<file path="src/rtl/ifetch_pkg.sv">
// Shared definitions for the instruction fetch unit.
//   XLEN/ILEN      : address and instruction widths
//   RESET_PC_DEF   : default first fetch address after reset
//   fetch_state_e  : fetch sequencer states
//   fetch_entry_t  : one prefetched instruction with its PC
package ifetch_pkg;
  localparam int XLEN = 32;
  localparam int ILEN = 32;
  localparam logic [XLEN-1:0] RESET_PC_DEF = 32'h0000_0000;

  typedef enum logic [1:0] {IDLE, REQ, DRAIN} fetch_state_e;

  typedef struct packed {
    logic [XLEN-1:0] pc;
    logic [ILEN-1:0] insn;
  } fetch_entry_t;
endpackage

</file>
<file path="src/rtl/ifetch_if.sv">
// Bus bundle around the fetch unit.
//   mem_*      : single-outstanding request/ack port to instruction memory
//   insn_*     : valid/ready instruction stream toward decode
//   redirect*  : flush-and-restart request from execute
// master = fetch unit, slave = memory/decode/execute side.
interface ifetch_if;
  import ifetch_pkg::*;

  logic            mem_req;
  logic [XLEN-1:0] mem_addr;
  logic            mem_ack;
  logic [ILEN-1:0] mem_rdata;
  logic            insn_valid;
  logic [ILEN-1:0] insn;
  logic [XLEN-1:0] insn_pc;
  logic            insn_ready;
  logic            redirect;
  logic [XLEN-1:0] redirect_pc;

  modport master (
    output mem_req, mem_addr, insn_valid, insn, insn_pc,
    input  mem_ack, mem_rdata, insn_ready, redirect, redirect_pc
  );

  modport slave (
    input  mem_req, mem_addr, insn_valid, insn, insn_pc,
    output mem_ack, mem_rdata, insn_ready, redirect, redirect_pc
  );
endinterface

</file>
<file path="src/rtl/ifetch_fifo.sv">
// fetch_fifo: synchronous prefetch FIFO of DEPTH fetch entries.
//   clk, rst     : clock, async active-high reset
//   push_i/data  : write an entry (accepted when not full, or full with pop)
//   pop_i        : drop the head entry (ignored when empty)
//   flush_i      : discard all entries; wins over push/pop
//   head_o       : head entry, read straight from storage flops
//   count_o, full_o, empty_o : occupancy
module fetch_fifo
  import ifetch_pkg::*;
#(
  parameter  int DEPTH = 2,
  localparam int AW    = $clog2(DEPTH)
) (
  input  logic         clk,
  input  logic         rst,
  input  logic         push_i,
  input  fetch_entry_t push_data_i,
  input  logic         pop_i,
  input  logic         flush_i,
  output fetch_entry_t head_o,
  output logic [AW:0]  count_o,
  output logic         full_o,
  output logic         empty_o
);
  fetch_entry_t  mem_q [DEPTH];
  logic [AW-1:0] rd_q, wr_q;
  logic [AW:0]   cnt_q;
  logic          do_push, do_pop;

  assign empty_o = (cnt_q == '0);
  assign full_o  = (cnt_q == (AW+1)'(DEPTH));
  assign do_pop  = pop_i & ~empty_o;
  // A full FIFO still takes a push when the head leaves in the same cycle.
  assign do_push = push_i & (~full_o | do_pop);

  always_ff @(posedge clk or posedge rst) begin
    if (rst) begin
      for (int i = 0; i < DEPTH; i++) mem_q[i] <= '0;
      rd_q  <= '0;
      wr_q  <= '0;
      cnt_q <= '0;
    end else if (flush_i) begin
      rd_q  <= '0;
      wr_q  <= '0;
      cnt_q <= '0;
    end else begin
      if (do_push) begin
        mem_q[wr_q] <= push_data_i;
        wr_q        <= wr_q + 1'b1;
      end
      if (do_pop) rd_q <= rd_q + 1'b1;
      cnt_q <= cnt_q + (AW+1)'(do_push) - (AW+1)'(do_pop);
    end
  end

  // Head comes from flops, so pushed data is visible one cycle after the ack.
  assign head_o  = mem_q[rd_q];
  assign count_o = cnt_q;
endmodule

</file>
<file path="src/rtl/ifetch.sv">
// ifetch: instruction fetch unit.
//   clk, rst : clock, async active-high reset
//   bus      : ifetch_if.master (memory port, insn stream, redirect)
// Generates sequential PCs, keeps at most one memory request in flight and
// buffers returned words in a DEPTH-entry prefetch FIFO. A redirect flushes
// the FIFO; if a request is still in flight it is drained (data dropped)
// before fetching resumes at the redirect target.
module ifetch
  import ifetch_pkg::*;
#(
  parameter logic [XLEN-1:0] RESET_PC = RESET_PC_DEF,
  parameter int              DEPTH    = 2
) (
  input logic      clk,
  input logic      rst,
  ifetch_if.master bus
);
  localparam int AW = $clog2(DEPTH);

  fetch_state_e    state_q, state_d;
  logic [XLEN-1:0] fetch_pc_q, fetch_pc_d;
  logic [XLEN-1:0] tgt_q, tgt_d;      // restart address held during DRAIN
  logic [XLEN-1:0] redir_tgt;
  logic            mem_req, ack, pop, push, flush;
  fetch_entry_t    push_data, head;
  logic [AW:0]     count;
  logic            full, empty;

  // rst gates the request directly so it drops the moment reset asserts.
  assign mem_req   = ~rst & ((state_q == REQ) | (state_q == DRAIN));
  assign ack       = bus.mem_ack & mem_req;
  assign pop       = ~empty & bus.insn_ready;
  assign redir_tgt = bus.redirect_pc & ~32'h3;

  assign push_data.pc   = fetch_pc_q;
  assign push_data.insn = bus.mem_rdata;

  always_comb begin
    state_d    = state_q;
    fetch_pc_d = fetch_pc_q;
    tgt_d      = tgt_q;
    push       = 1'b0;
    flush      = 1'b0;
    case (state_q)
      IDLE: if (!full || pop) state_d = REQ;
      REQ: begin
        if (ack) begin
          push       = 1'b1;
          fetch_pc_d = fetch_pc_q + 32'd4;
          // Keep requesting only if the next word will have a slot.
          if (int'(count) + 1 - int'(pop) >= DEPTH) state_d = IDLE;
        end
      end
      DRAIN: begin
        if (ack) begin
          state_d    = REQ;
          fetch_pc_d = tgt_q;
        end
      end
      default: state_d = REQ;
    endcase
    if (bus.redirect) begin
      flush = 1'b1;
      push  = 1'b0;
      if (mem_req && !ack) begin
        // Request still in flight: keep its address until the ack.
        state_d = DRAIN;
        tgt_d   = redir_tgt;
      end else begin
        state_d    = REQ;
        fetch_pc_d = redir_tgt;
      end
    end
  end

  always_ff @(posedge clk or posedge rst) begin
    if (rst) begin
      state_q    <= REQ;
      fetch_pc_q <= RESET_PC;
      tgt_q      <= RESET_PC;
    end else begin
      state_q    <= state_d;
      fetch_pc_q <= fetch_pc_d;
      tgt_q      <= tgt_d;
    end
  end

  fetch_fifo #(.DEPTH(DEPTH)) u_fifo (
    .clk         (clk),
    .rst         (rst),
    .push_i      (push),
    .push_data_i (push_data),
    .pop_i       (pop),
    .flush_i     (flush),
    .head_o      (head),
    .count_o     (count),
    .full_o      (full),
    .empty_o     (empty)
  );

  assign bus.mem_req    = mem_req;
  assign bus.mem_addr   = fetch_pc_q;
  assign bus.insn_valid = ~empty;
  assign bus.insn       = head.insn;
  assign bus.insn_pc    = head.pc;
endmodule

</file>
<file path="src/flat_wrapper.sv">
// flat-port wrapper written by rule: the top's interface ports become plain ports
module ifetch_flat import ifetch_pkg::*;
#(
  parameter logic [XLEN-1:0] RESET_PC = RESET_PC_DEF,
  parameter int              DEPTH    = 2
)
  (clk, rst, bus_mem_req, bus_mem_addr, bus_insn_valid, bus_insn, bus_insn_pc, bus_mem_ack, bus_mem_rdata, bus_insn_ready, bus_redirect, bus_redirect_pc);
  ifetch_if bus_i ();
  input logic clk;
  input logic rst;
  output wire logic [$bits(bus_i.mem_req)-1:0] bus_mem_req;
  output wire logic [$bits(bus_i.mem_addr)-1:0] bus_mem_addr;
  output wire logic [$bits(bus_i.insn_valid)-1:0] bus_insn_valid;
  output wire logic [$bits(bus_i.insn)-1:0] bus_insn;
  output wire logic [$bits(bus_i.insn_pc)-1:0] bus_insn_pc;
  input wire logic [$bits(bus_i.mem_ack)-1:0] bus_mem_ack;
  input wire logic [$bits(bus_i.mem_rdata)-1:0] bus_mem_rdata;
  input wire logic [$bits(bus_i.insn_ready)-1:0] bus_insn_ready;
  input wire logic [$bits(bus_i.redirect)-1:0] bus_redirect;
  input wire logic [$bits(bus_i.redirect_pc)-1:0] bus_redirect_pc;
  assign bus_mem_req = bus_i.mem_req;
  assign bus_mem_addr = bus_i.mem_addr;
  assign bus_insn_valid = bus_i.insn_valid;
  assign bus_insn = bus_i.insn;
  assign bus_insn_pc = bus_i.insn_pc;
  assign bus_i.mem_ack = bus_mem_ack;
  assign bus_i.mem_rdata = bus_mem_rdata;
  assign bus_i.insn_ready = bus_insn_ready;
  assign bus_i.redirect = bus_redirect;
  assign bus_i.redirect_pc = bus_redirect_pc;
  ifetch #(.RESET_PC(RESET_PC), .DEPTH(DEPTH)) u_core (.clk(clk), .rst(rst), .bus(bus_i));
endmodule
</file>
<file path="config.mk">
export PLATFORM = sky130hd
export DESIGN_NAME = ifetch_flat
export DESIGN_NICKNAME = d
export VERILOG_FILES = /design/src/rtl/ifetch_pkg.sv /design/src/rtl/ifetch_if.sv /design/src/rtl/ifetch_fifo.sv /design/src/rtl/ifetch.sv /design/src/flat_wrapper.sv
export SDC_FILE = /design/constraint.sdc
export NUM_CORES = 1
export LEC_CHECK = 0
export CORE_MARGIN = 10
export CORE_UTILIZATION = 45
export CTS_BUF_LIST = sky130_fd_sc_hd__clkbuf_16
export CTS_CLUSTER_DIAMETER = 120
export DETAILED_ROUTE_END_ITERATION = 6
export PLACE_DENSITY = 0.73
export SETUP_SLACK_MARGIN = 0.02
export SYNTH_ARGS = -nofsm -noshare
export SYNTH_HDL_FRONTEND = slang
export SYNTH_SLANG_ARGS = --single-unit
export TNS_END_PERCENT = 100
</file>
<file path="constraint.sdc">
create_clock -name clk -period 6.1 [get_ports clk]
set_input_delay 0.915 -clock clk [delete_from_list [all_inputs] [get_ports clk]]
set_output_delay 0.915 -clock clk [all_outputs]
set_load 0.02 [all_outputs]
</file>
Word level (Yosys, flattened, before mapping)
Index checks and enable logic that the tools add are counted.

Flip-flop bits (word level): 196. Input bits: 69. Output and inout port bits: 98. Word-level logic and storage cells: 80.

$add $sub $neg: 7. $lt $le $gt $ge: 4. Equality and inequality tests: 7. Multiplexer cells: 27. Bitwise operators: 13. Reduce and logical (&&, ||, !) cells: 12.

Operators by type and width (number): 2-to-1 mux 64 bit (4); bitwise mux 128 bit (1); 2-to-1 mux 32 bit (4); demux 64 bit (select 1 bit) (1); case mux 32 bit (2 select lines) (1); adder 32 x 3 -> 32 bit (second input constant) (1); >= comparator 32 x 3 -> 1 bit (second input constant) (1); subtractor 32 x 2 -> 32 bit (1); 2-to-1 mux 2 bit (7); != test 3 x 2 -> 1 bit (second input constant) (3); 2-to-1 mux 1 bit (8); case mux 2 bit (3 select lines) (1); bitwise AND 1 bit (5); equality test 2 bit (second input constant) (2); >= comparator 2 bit (second input constant) (2); logical NOT 2 bit (2); inverter 1 bit (4); inverter 1 -> 2 bit (2); AND reduction 2 bit (2); AND reduction 4 bit (1); nonzero test 2 bit (2); adder 2 x 1 -> 3 bit (second input constant) (1); != test 3 bit (second input constant) (1); adder 1 bit (second input constant) (2); 8 further kinds (11).

Logic depth before layout (Yosys ltp)
Gate-level depths: netlist of the first run.

Word-level depth: 11. Gate-level depth with buffers: 12.

Modules after synthesis
Synthesis of the first run repeated with hierarchy kept, for this count alone.

Cell total of the unflattened synthesis: 749. Area, all modules: 9753.1 um2.

Modules (own cells, without submodules): fetch_fifo (times used 1, cells an instance 366, area each 5983.2 um2); ifetch (times used 1, cells an instance 383, area each 3769.9 um2).

Worst setup path before layout of the first run
No wires, ideal clock.

Path kind: input -> register. Start: input port bus_insn_ready. End: register u_core.state_q[0]. Arrival time: 2.670 ns. Data required time: 6.018 ns. Path slack: 3.348 ns. Stages on the path: 10. Cells stage by stage: nand2b_1 > inv_1 > ha_1 > inv_1 > fa_1 > inv_1 > a311oi_1 > o21ai_0 > a31oi_1 > mux2_2.

Word-level cells in the longest chain between the ends: 5.

Ends and longest elaborated chain: start, declared (RTL line flat_wrapper.sv:18) `input wire logic [$bits(bus_i.insn_ready)-1:0] bus_insn_ready;`; bitwise AND 1 bit * (RTL line ifetch.sv:32) `assign pop = ~empty & bus.insn_ready;`; subtractor 32 x 2 -> 32 bit (RTL line ifetch.sv:51) `if (int'(count) + 1 - int'(pop) >= DEPTH) state_d = IDLE;`; >= comparator 32 x 3 -> 1 bit (RTL line ifetch.sv:51); != test 3 bit (no line); AND reduction 4 bit (no line) *; end signal, assigned (RTL line ifetch.sv:82) `state_q <= state_d;`; end, declared (RTL line ifetch.sv:20) `fetch_state_e state_q, state_d;`.

Every way passes the cells marked *; elsewhere a longest branch is shown, timed or not. A chain may end at the register's enable or synchronous reset.

Worst setup path after layout of the first run
Start: register u_core.u_fifo.rd_q. End: output port bus_insn_pc[22].

Word-level cells in the longest chain between the ends: 4.

Ends and longest elaborated chain: start, declared (RTL line ifetch_fifo.sv:26) `logic [AW-1:0] rd_q, wr_q;`; start signal, assigned (RTL line ifetch_fifo.sv:51) `if (do_pop) rd_q <= rd_q + 1'b1;`; inverter 1 -> 2 bit (implied by the code) (RTL line ifetch_fifo.sv:57) `assign head_o = mem_q[rd_q];`; 2-to-1 mux 64 bit (implied by the code) (3 in a row) (RTL line ifetch_fifo.sv:57); end, declared (RTL line flat_wrapper.sv:15) `output wire logic [$bits(bus_i.insn_pc)-1:0] bus_insn_pc;`.

Every way passes these cells. The select of a mux whose other input is x is not followed.

==> results of run 1 <==
==> critical path, cell delays in order, from the launching register on <==
cell             delay [ns]
dfrtp_2                0.93
buf_4                  0.53
mux2_2                 0.41
clkdlybuf4s50_1        0.55
==> final timing paths <==
path                                                      from                                   end  slack, ns  depth (start not counted)
max in group asynchronous                                  rst        u_core.u_fifo.rd_q$_DFFE_PP0P_       3.65                          3
max reg2reg                      u_core.state_q[0]$_DFFE_PP1P_     u_core.bus.mem_addr[10]$_DFF_PP0_       2.82                          6
max                             u_core.u_fifo.rd_q$_DFFE_PP0P_                       bus_insn_pc[22]       2.31                          3
min                        u_core.u_fifo.mem_q[60]$_DFFE_PP0P_   u_core.u_fifo.mem_q[60]$_DFFE_PP0P_       0.48                          2
min in group asynchronous                                  rst  u_core.u_fifo.mem_q[113]$_DFFE_PP0P_       1.22                          2
min reg2reg                u_core.u_fifo.mem_q[60]$_DFFE_PP0P_   u_core.u_fifo.mem_q[60]$_DFFE_PP0P_       0.48                          2
==> cells in the final DEF (no fill, tap or decap), drive strengths merged, types with 17 or more instances in the layout <==
master	instances
a21oi	20
nand2	39
nor2	37
inv	25
clkbuf	17
nand3	28
mux2	219
o21ai	24
dfrtp	195
clkdlybuf4s50	164
==> state kept, by name, summed over array words and instances (netlist names) <==
name                   count
u_core.u_fifo.mem_q      128
u_core.bus.mem_addr       32
u_core.tgt_q              30
u_core.state_q             2
u_core.u_fifo.count_o      2
u_core.u_fifo.rd_q         1
u_core.u_fifo.wr_q         1
==> layout make-up <==
class / instances / area share, %
flip-flops and latches: 196 / 40.79
clock inverters: 15 / 1.061
multi-input cells: 517 / 36.54
well taps: 275 / 2.860
clock buffers: 17 / 3.536
repair buffers: 176 / 14.50
inverters: 22 / 0.7176
==> cell families after synthesis <==
| family | count (synthesis) | synth area share (%) |
|---|---|---|
| flip-flops | 196 | 51.07 |
| AO/OA/AOI/OAI | 94 | 6.434 |
| AND/OR/NAND/NOR | 172 | 9.859 |
| adder cells (fa/ha/maj) | 14 | 1.902 |
| multiplexers | 222 | 25.98 |
| XOR/XNOR | 15 | 1.367 |
| buffers and inverters | 72 | 3.386 |
==> report_power, final <==
| group | total (mW) | internal, mW | switching, mW |
|---|---|---|---|
| logic | 2.66 | 1.34 | 1.33 |
| registers | 2.27 | 1.80 | 0.466 |
| clock network | 1.07 | 0.532 | 0.535 |
| total | 6.00 | 3.67 | 2.33 |
==> stage by stage <==
stage / util, % / instances / total power [mW] / hold WS [ns] / cell area (µm²)
floorplan: - / 785 / 3.786 / 0.4500 / 9610
global placement: 54.60 / 1186 / 4.901 / 0.4626 / 11480
detailed placement: 54.60 / 1186 / 4.957 / 0.4700 / 11480
CTS: 57.23 / 1218 / 6.036 / 0.4864 / 12030
global route: 57.23 / 1218 / 6.344 / 0.4972 / 12030
finish: 57.23 / 1218 / 5.997 / 0.4800 / 12030
==> routing by layer <==
layer  GRT usage, %  up-vias  share of wire (%)  routed length (µm)
li1               -     3152                  -                   -
met1          23.70     3418                 46               11280
met2          26.98      264                 45               11200
met3          5.017       39                7.6                1876
met4          5.123        0                1.7                 420
met5              0        -                  0                   0
==> flow_summary.yaml, run 1 <==
outcome:
  status: "finished, final reports clean"
global_routing:
  grt_overflow: 0
  grt_max_degree: 55
  grt_pass1_vias: 7053
  grt_use_total_pct: 17.61
  grt_pass1_wl_um: 39830
  antenna_found_initial: 0
finish:
  register_area_um2: 4907
  num-nets-final: 1013
  multi_input_area_um2: 4395
  num_antenna_cells: 0
  fillers: 1750
  drive_gt1_share_pct: 18.88
  synthToLayoutAreaGrowth_pct: 25.23
worst_setup_path:
  cp.arrival_ns: 2.87
  end_kind: "primary output"
  crit_fanout: 35
  start_kind: "flop"
  cp.required_ns: 5.18
  crit_type: "flop to primary output"
clock_tree:
  cts_setup_buffers: 0
  clockRootBuffer: "clkbuf_16"
  clkTransAtPathRegs_ns: 0.07
  cts_resized: 0
  clk_latency_ns: 0.44
  holdBufCountCts: 0
  h-tree-depth: 4
  cts_buffers: 17
  cts_tree: "yes"
  clock_sinks: 196
  clockBufferDepth: 2
timing:
  postLayoutSetupSlackWorst_ns: 2.311
  worst_pin_slew_ns: 1.056
  max_slew_margin_pct: 29.53
  slew_violations: 0
  hold_violations: 0
  rsz0062_at_grt: "false"
  min_period_over_period_pct: 62.11
  finClkSkew_ns: 0.01233
  setup_viol: 0
  tns_ns: 0
  fin_crit_ns: 3.789
  fmax_mhz: 263.9
placement:
  hpwl_um: 17100
  post-place-ws_ns: 2.543
  port_buffers: 164
  place_congestion: 0.8606
power:
  irDropWorstVdd_uv: 250.8
  power_density_nw_per_um2: 498.5
  p_leak_nw: 5.234
route:
  firstDrtPassIters: 5
  drt-initial-drc-count: 591
  drcViolationCount: 0
  avgRoutedWirePerCell_um: 20.34
  wl_um: 24780
  ant_nets: 0
  vias_per_cell: 5.643
  vias: 6873
logic_synthesis:
  netlist_area_um2: 9607
  yosysTopAreaCell: "dfrtp_1"
  yosys-top-cells-area: "dfrtp_1 (51%), mux2_2 (14%), mux2_1 (12%)"
  syn_area_per_cell_um2: 12.24
  yosys.area.top_type_share_pct: 50.79
  syn_inst: 785
  yosysWarnings: 0
  yosys_register_bits: 196
  yosysSeqAreaShare_pct: 51.07
  synth_cell_types: 58
  synth_common_cells: "dfrtp_1 (195), mux2_2 (119), mux2_1 (100)"
  syn-num-nets: 868
  synth.most_common_cell: "dfrtp_1"
  synth-edff-count: 0
  synth_top_flop_cell: "dfrtp_1"
  synthArstFlopShare_pct: 100.0
floorplanning:
  rows: 53
  pin_count: 167
  core_um2: 21020
  die-area_um2: 27590
  initial_core_util_pct: 45.70
  die_h_um: 166.1
  die_x_um: 166.1
worst_hold_path:
  hold_class: "flop to flop"
flow_run:
  drv_cap: 0
(Power assumes the default switching activity.)
==> inputs of run 2 (changes only) <==
Clock period 6.1 ns to 3 ns, I/O delays scaled along.
==> run 2 against run 1 <==
  * Power increased by 110%
  * Global-route usage increased by 0.68 points
  * Sequential share of layout area decreased by 0.63 points
  * First-iteration DRC count increased by 2.7%
  * Worst setup slack got worse by 2.2 ns
  * Critical endpoint is now bus_mem_req
  * Largest cell class unchanged
  * Highest routed layer unchanged
==> flow_summary.yaml, run 2 (same netlist as run 1, synthesis figures left out) <==
outcome:
  status: "finished, final reports clean"
floorplanning:
  die_h_um: 166.1
  die-area_um2: 27590
  initial_core_util_pct: 45.70
  core_um2: 21020
  pin_count: 167
  rows: 53
  die_x_um: 166.1
worst_hold_path:
  whs_path_depth: 1
  hold_class: "flop to flop"
  min_to: "u_core.u_fifo.mem_q[110]$_DFFE_PP0P_"
  hp-start: "u_core.u_fifo.mem_q[110]$_DFFE_PP0P_"
placement:
  hpwl_um: 17830
  dp.cells: 1203
  port_buffers: 164
  post-place-ws_ns: 0.08398
  place_congestion: 0.8851
finish:
  drive_gt1_share_pct: 20.52
  num-nets-final: 1030
  final_cell_mix: "dfrtp_1 (192), clkdlybuf4s50_1 (164), mux2_2 (119)"
  regMostFlops: "u_core.u_fifo.mem_q"
  synthToLayoutAreaGrowth_pct: 27.26
  final_util_pct: 58.16
  largest_reg_flops: 128
  finalNonFillerCells: 1236
  final_common_cell: "dfrtp_1"
clock_tree:
  cts_buffers: 17
  clockBufferDepth: 2
  cts_resized: 0
  clockRootBuffer: "clkbuf_16"
  clock_sinks: 196
  clk_latency_ns: 0.45
  clkTransAtPathRegs_ns: 0.08
  holdBufCountCts: 0
  h-tree-depth: 4
  cts_tree: "yes"
  cts_setup_buffers: 0
global_routing:
  grt_max_degree: 62
  grt_overflow: 0
  grt_pass1_wl_um: 41060
  grt_use_total_pct: 18.28
  grt_pass1_vias: 7403
  antenna_found_initial: 1
flow_run:
  drv_cap: 0
timing:
  fin_crit_ns: 2.892
  min_period_over_period_pct: 96.41
  worst_pin_slew_ns: 0.7788
  rsz0062_at_grt: "false"
  setup_viol: 0
  hold_violations: 0
  tns_ns: 0
  fmax_mhz: 345.7
  postLayoutSetupSlackWorst_ns: 0.1076
  finClkSkew_ns: 0.01430
  holdWs_ns: 0.4867
  max_slew_margin_pct: 48.08
  slew_violations: 0
worst_setup_path:
  r2r_slack_ns: 0.18
  crit_type: "flop to primary output"
  start_kind: "flop"
  cp.required_ns: 2.55
  timing.rr.end: "u_core.state_q[0]$_DFFE_PP1P_"
  cp.arrival_ns: 2.44
  end_kind: "primary output"
  crit_fanout: 7
  reg2regPathDepth: 12
  r2r-start: "u_core.u_fifo.count_o[0]$_DFF_PP0_"
route:
  ant_nets: 0
  avgRoutedWirePerCell_um: 20.49
  firstDrtPassIters: 6
  vias: 6990
  drcViolationCount: 0
  drt-initial-drc-count: 607
  wl_um: 25320
  vias_per_cell: 5.655
power:
  p_leak_nw: 5.351
  irDropWorstVdd_uv: 481.8
  power_density_nw_per_um2: 1009
-- run 2: changes by cell type in the layout (fill, tap and decap cells not counted), sizes merged --
cell,delta
buf,+17
clkinv,+1
clkinvlp,-4
diode,+1
inv,+3
-- run 2: worst max path at each step --
stage / from / end / slack [ns]
2_1_floorplan: rst / u_core.bus.mem_addr[0]$_DFF_PP0_ / 0.02
3_3_place_gp: bus_insn_ready / u_core.state_q[0]$_DFFE_PP1P_ / 0.15
3_5_place_dp: bus_insn_ready / u_core.state_q[0]$_DFFE_PP1P_ / 0.08
4_1_cts: u_core.state_q[0]$_DFFE_PP1P_ / bus_mem_req / 0.04
5_1_grt: u_core.state_q[0]$_DFFE_PP1P_ / bus_mem_req / 0.03
6_report: u_core.state_q[0]$_DFFE_PP1P_ / bus_mem_req / 0.11
-- run 2: where the power goes --
group	total (mW)	internal, mW	leakage (nW)	switching (mW)
logic	5.54	2.78	2.61	2.76
registers	4.58	3.66	2.47	0.916
clock network	2.22	1.10	0.274	1.12
-- run 2: metal layers --
metal	wire length (µm)	part of all wire, %	GRT usage (%)
met5	0	0	0
met4	486	1.9	5.740
met3	1952	7.7	5.064
met2	11730	46	29.40
met1	11150	44	23.39
-- run 2: area by class of cell --
cell class / count / area (µm²)
clock inverter: 15 / 140.1
fill: 1753 / 8796
timing repair buffer: 193 / 1922
clock buffer: 17 / 425.4
multi-input combinational: 517 / 4395
inverter: 22 / 86.33
sequential: 196 / 4910
antenna: 1 / 2.502
tap: 275 / 344.1
-- run 2: critical path, stage by stage (launching register included) --
cell	delay [ns]
dfstp_2	0.55
inv_1	0.06
ha_2	0.41
nand2b_1	0.20
inv_1	0.15
clkdlybuf4s50_1	0.62
-- run 2: metrics by stage --
step / cell area (µm²) / total power, mW
after global routing: 12230 / 13.06
after CTS: 12220 / 12.43
after floorplan: 9610 / 7.698
after detailed placement: 11650 / 10.17
final: 12230 / 12.34
after global placement: 11650 / 10.06
==> inputs of run 3 (changes only) <==
Settings changed: GPL_TIMING_DRIVEN from default to 0, MAX_ROUTING_LAYER from default to met4, SETUP_SLACK_MARGIN 0.02 to default.
==> run 3 against run 2 <==
  * Worst setup slack better by 0.019 ns
  * Fmax increased by 0.66%
  * Register-to-register slack got worse by 0.04 ns
  * Worst hold slack worse by 0.0024 ns
  * Clock power is 3% higher
  * Critical path type unchanged
  * Highest routed layer unchanged
==> flow_summary.yaml, run 3 (same netlist as run 1, synthesis figures left out) <==
power:
  p_int_mw: 7.575
  power_switching_share_pct: 39.39
  irDropWorstVdd_uv: 596.5
  pwr-share-seq_pct: 35.8
  p_sw_mw: 4.923
  power_frac_clock_pct: 18.3
  p_comb_share_pct: 46.0
  power_density_nw_per_um2: 1014
  p_leak_nw: 5.428
clock_tree:
  h-tree-depth: 4
  clockBufferDepth: 2
  cts_buffers: 17
  clock_sinks: 196
  clkTransAtPathRegs_ns: 0.07
  cts_tree: "yes"
  clockRootBuffer: "clkbuf_16"
  clk_latency_ns: 0.45
route:
  firstDrtPassIters: 5
  ant_nets: 0
  vias: 7169
  drt-initial-drc-count: 716
  wl_um: 26620
  vias_per_cell: 5.654
  avgRoutedWirePerCell_um: 20.99
  drcViolationCount: 0
finish:
  regMostFlops: "u_core.u_fifo.mem_q"
  final_common_cell: "dfrtp_1"
  drive_gt1_share_pct: 21.44
  final_cell_mix: "dfrtp_1 (193), clkdlybuf4s50_1 (164), mux2_2 (119)"
  synthToLayoutAreaGrowth_pct: 28.30
  register_area_um2: 4908
  multi_input_area_um2: 4384
  largest_reg_flops: 128
  fillers: 1751
  num-nets-final: 1059
outcome:
  status: "finished, final reports clean"
floorplanning:
  die_x_um: 166.1
  rows: 53
  die_h_um: 166.1
  core_um2: 21020
  pin_count: 167
  initial_core_util_pct: 45.70
  die-area_um2: 27590
worst_setup_path:
  crit_type: "flop to primary output"
  crit_fanout: 10
  cp.required_ns: 2.55
  r2r_slack_ns: 0.14
  reg2regPathDepth: 12
  cp_slowest_cell: "clkdlybuf4s50_1"
  start_kind: "flop"
  end_kind: "primary output"
  cpMostUsedCell: "clkbuf_2"
  cp.arrival_ns: 2.42
  timing.rr.end: "u_core.state_q[0]$_DFFE_PP1P_"
  critPathMaxStageDelay_ns: 0.57
  cp_cell_sequence: "clkbuf_2, clkbuf_2, mux2_2, clkdlybuf4s50_1"
  r2r-start: "u_core.u_fifo.count_o[0]$_DFF_PP0_"
timing:
  fin_crit_ns: 2.874
  setup_viol: 0
  tns_ns: 0
  worst_pin_slew_ns: 0.8536
  finClkSkew_ns: 0.01282
  slew_violations: 0
  holdWs_ns: 0.4843
  hold_violations: 0
  min_period_over_period_pct: 95.79
  fmax_mhz: 348.0
  max_slew_margin_pct: 42.97
flow_run:
  drv_cap: 0
worst_hold_path:
  hp-start: "u_core.u_fifo.mem_q[125]$_DFFE_PP0P_"
  hold_class: "flop to flop"
  whs_path_depth: 1
  min_to: "u_core.u_fifo.mem_q[125]$_DFFE_PP0P_"
placement:
  hpwl_um: 19360
  place_congestion: 0.9563
  port_buffers: 164
global_routing:
  grt_max_degree: 42
  antenna_found_initial: 1
  grt_use_total_pct: 19.71
  grt_pass1_vias: 7525
  grt_pass1_wl_um: 42890
  grt_overflow: 0
==> run 3: layer usage <==
layer | vias to the layer above | part of all wire [%] | GRT usage, % | routed length [µm]
met4 | 0 | 1.7 | 5.431 | 456
met3 | 45 | 6.7 | 4.330 | 1776
met2 | 304 | 47 | 30.75 | 12400
met5 | - | 0 | - | 0
met1 | 3552 | 45 | 25.39 | 11990
li1 | 3268 | - | - | -
==> run 3: worst max-delay path, delay by kind of cell, from the launching register on <==
kind / cells / cell delay [ns]
DFF: 1 / 0.36
buffers and inverters: 3 / 1.22
muxes: 1 / 0.39
==> run 3: timing repair <==
item | in CTS | in global routing
setup buffers | 0 | 4
endpoints found under the setup margin | 51 | 1
hold buffers | 0 | 0
pin swaps | 0 | 1
resized for setup | 8 | 3
==> run 3: worst max-delay path by stage <==
| stage | start | end | slack [ns] | depth (start not counted) |
|---|---|---|---|---|
| global route | u_core.u_fifo.count_o[0]$_DFF_PP0_ | u_core.state_q[0]$_DFFE_PP1P_ | -0.007 | 12 |
| CTS | u_core.u_fifo.count_o[0]$_DFF_PP0_ | u_core.state_q[0]$_DFFE_PP1P_ | 0.02 | 12 |
| global placement | rst | u_core.u_fifo.mem_q[14]$_DFFE_PP0P_ | -1.77 | 2 |
| floorplan | rst | u_core.bus.mem_addr[0]$_DFF_PP0_ | 0.02 | 1 |
| detailed placement | bus_insn_ready | u_core.state_q[0]$_DFFE_PP1P_ | -0.06 | 11 |
| finish | u_core.u_fifo.rd_q$_DFFE_PP0P_ | bus_insn_pc[21] | 0.13 | 4 |
==> run 3: power by group through the flow <==
| stage | sequential, mW | clock, mW | combinational, mW |
|---|---|---|---|
| 6_report | 4.47 | 2.28 | 5.74 |
| 5_1_grt | 4.63 | 2.43 | 6.18 |
| 4_1_cts | 4.47 | 2.31 | 5.74 |
| 3_5_place_dp | 4.51 | 0 | 5.69 |
| 3_3_place_gp | 4.47 | 0 | 5.61 |
| 2_1_floorplan | 4.47 | 0 | 3.23 |
==> run 3: layout make-up <==
class,count,share of cell area (%)
tap,275,2.792
buffer,50,2.030
sequential,196,39.82
antenna,4,0.08121
clock buffer,17,3.451
inverter,22,0.7004
multi-input combinational,517,35.57
clock inverter,15,1.340
timing repair buffer,172,14.21
==> run 3: through the flow <==
stage	instance area [µm²]	power (mW)	std cells	util [%]	worst slack [ns]
2_1_floorplan	9610	7.698	785	-	0.01843
3_3_place_gp	11600	10.08	1224	55.16	-1.769
3_5_place_dp	11680	10.20	1228	55.54	-0.06174
4_1_cts	12280	12.52	1260	58.40	0.02433
5_1_grt	12330	13.23	1268	58.63	-0.006888
6_report	12330	12.50	1268	58.63	0.1264
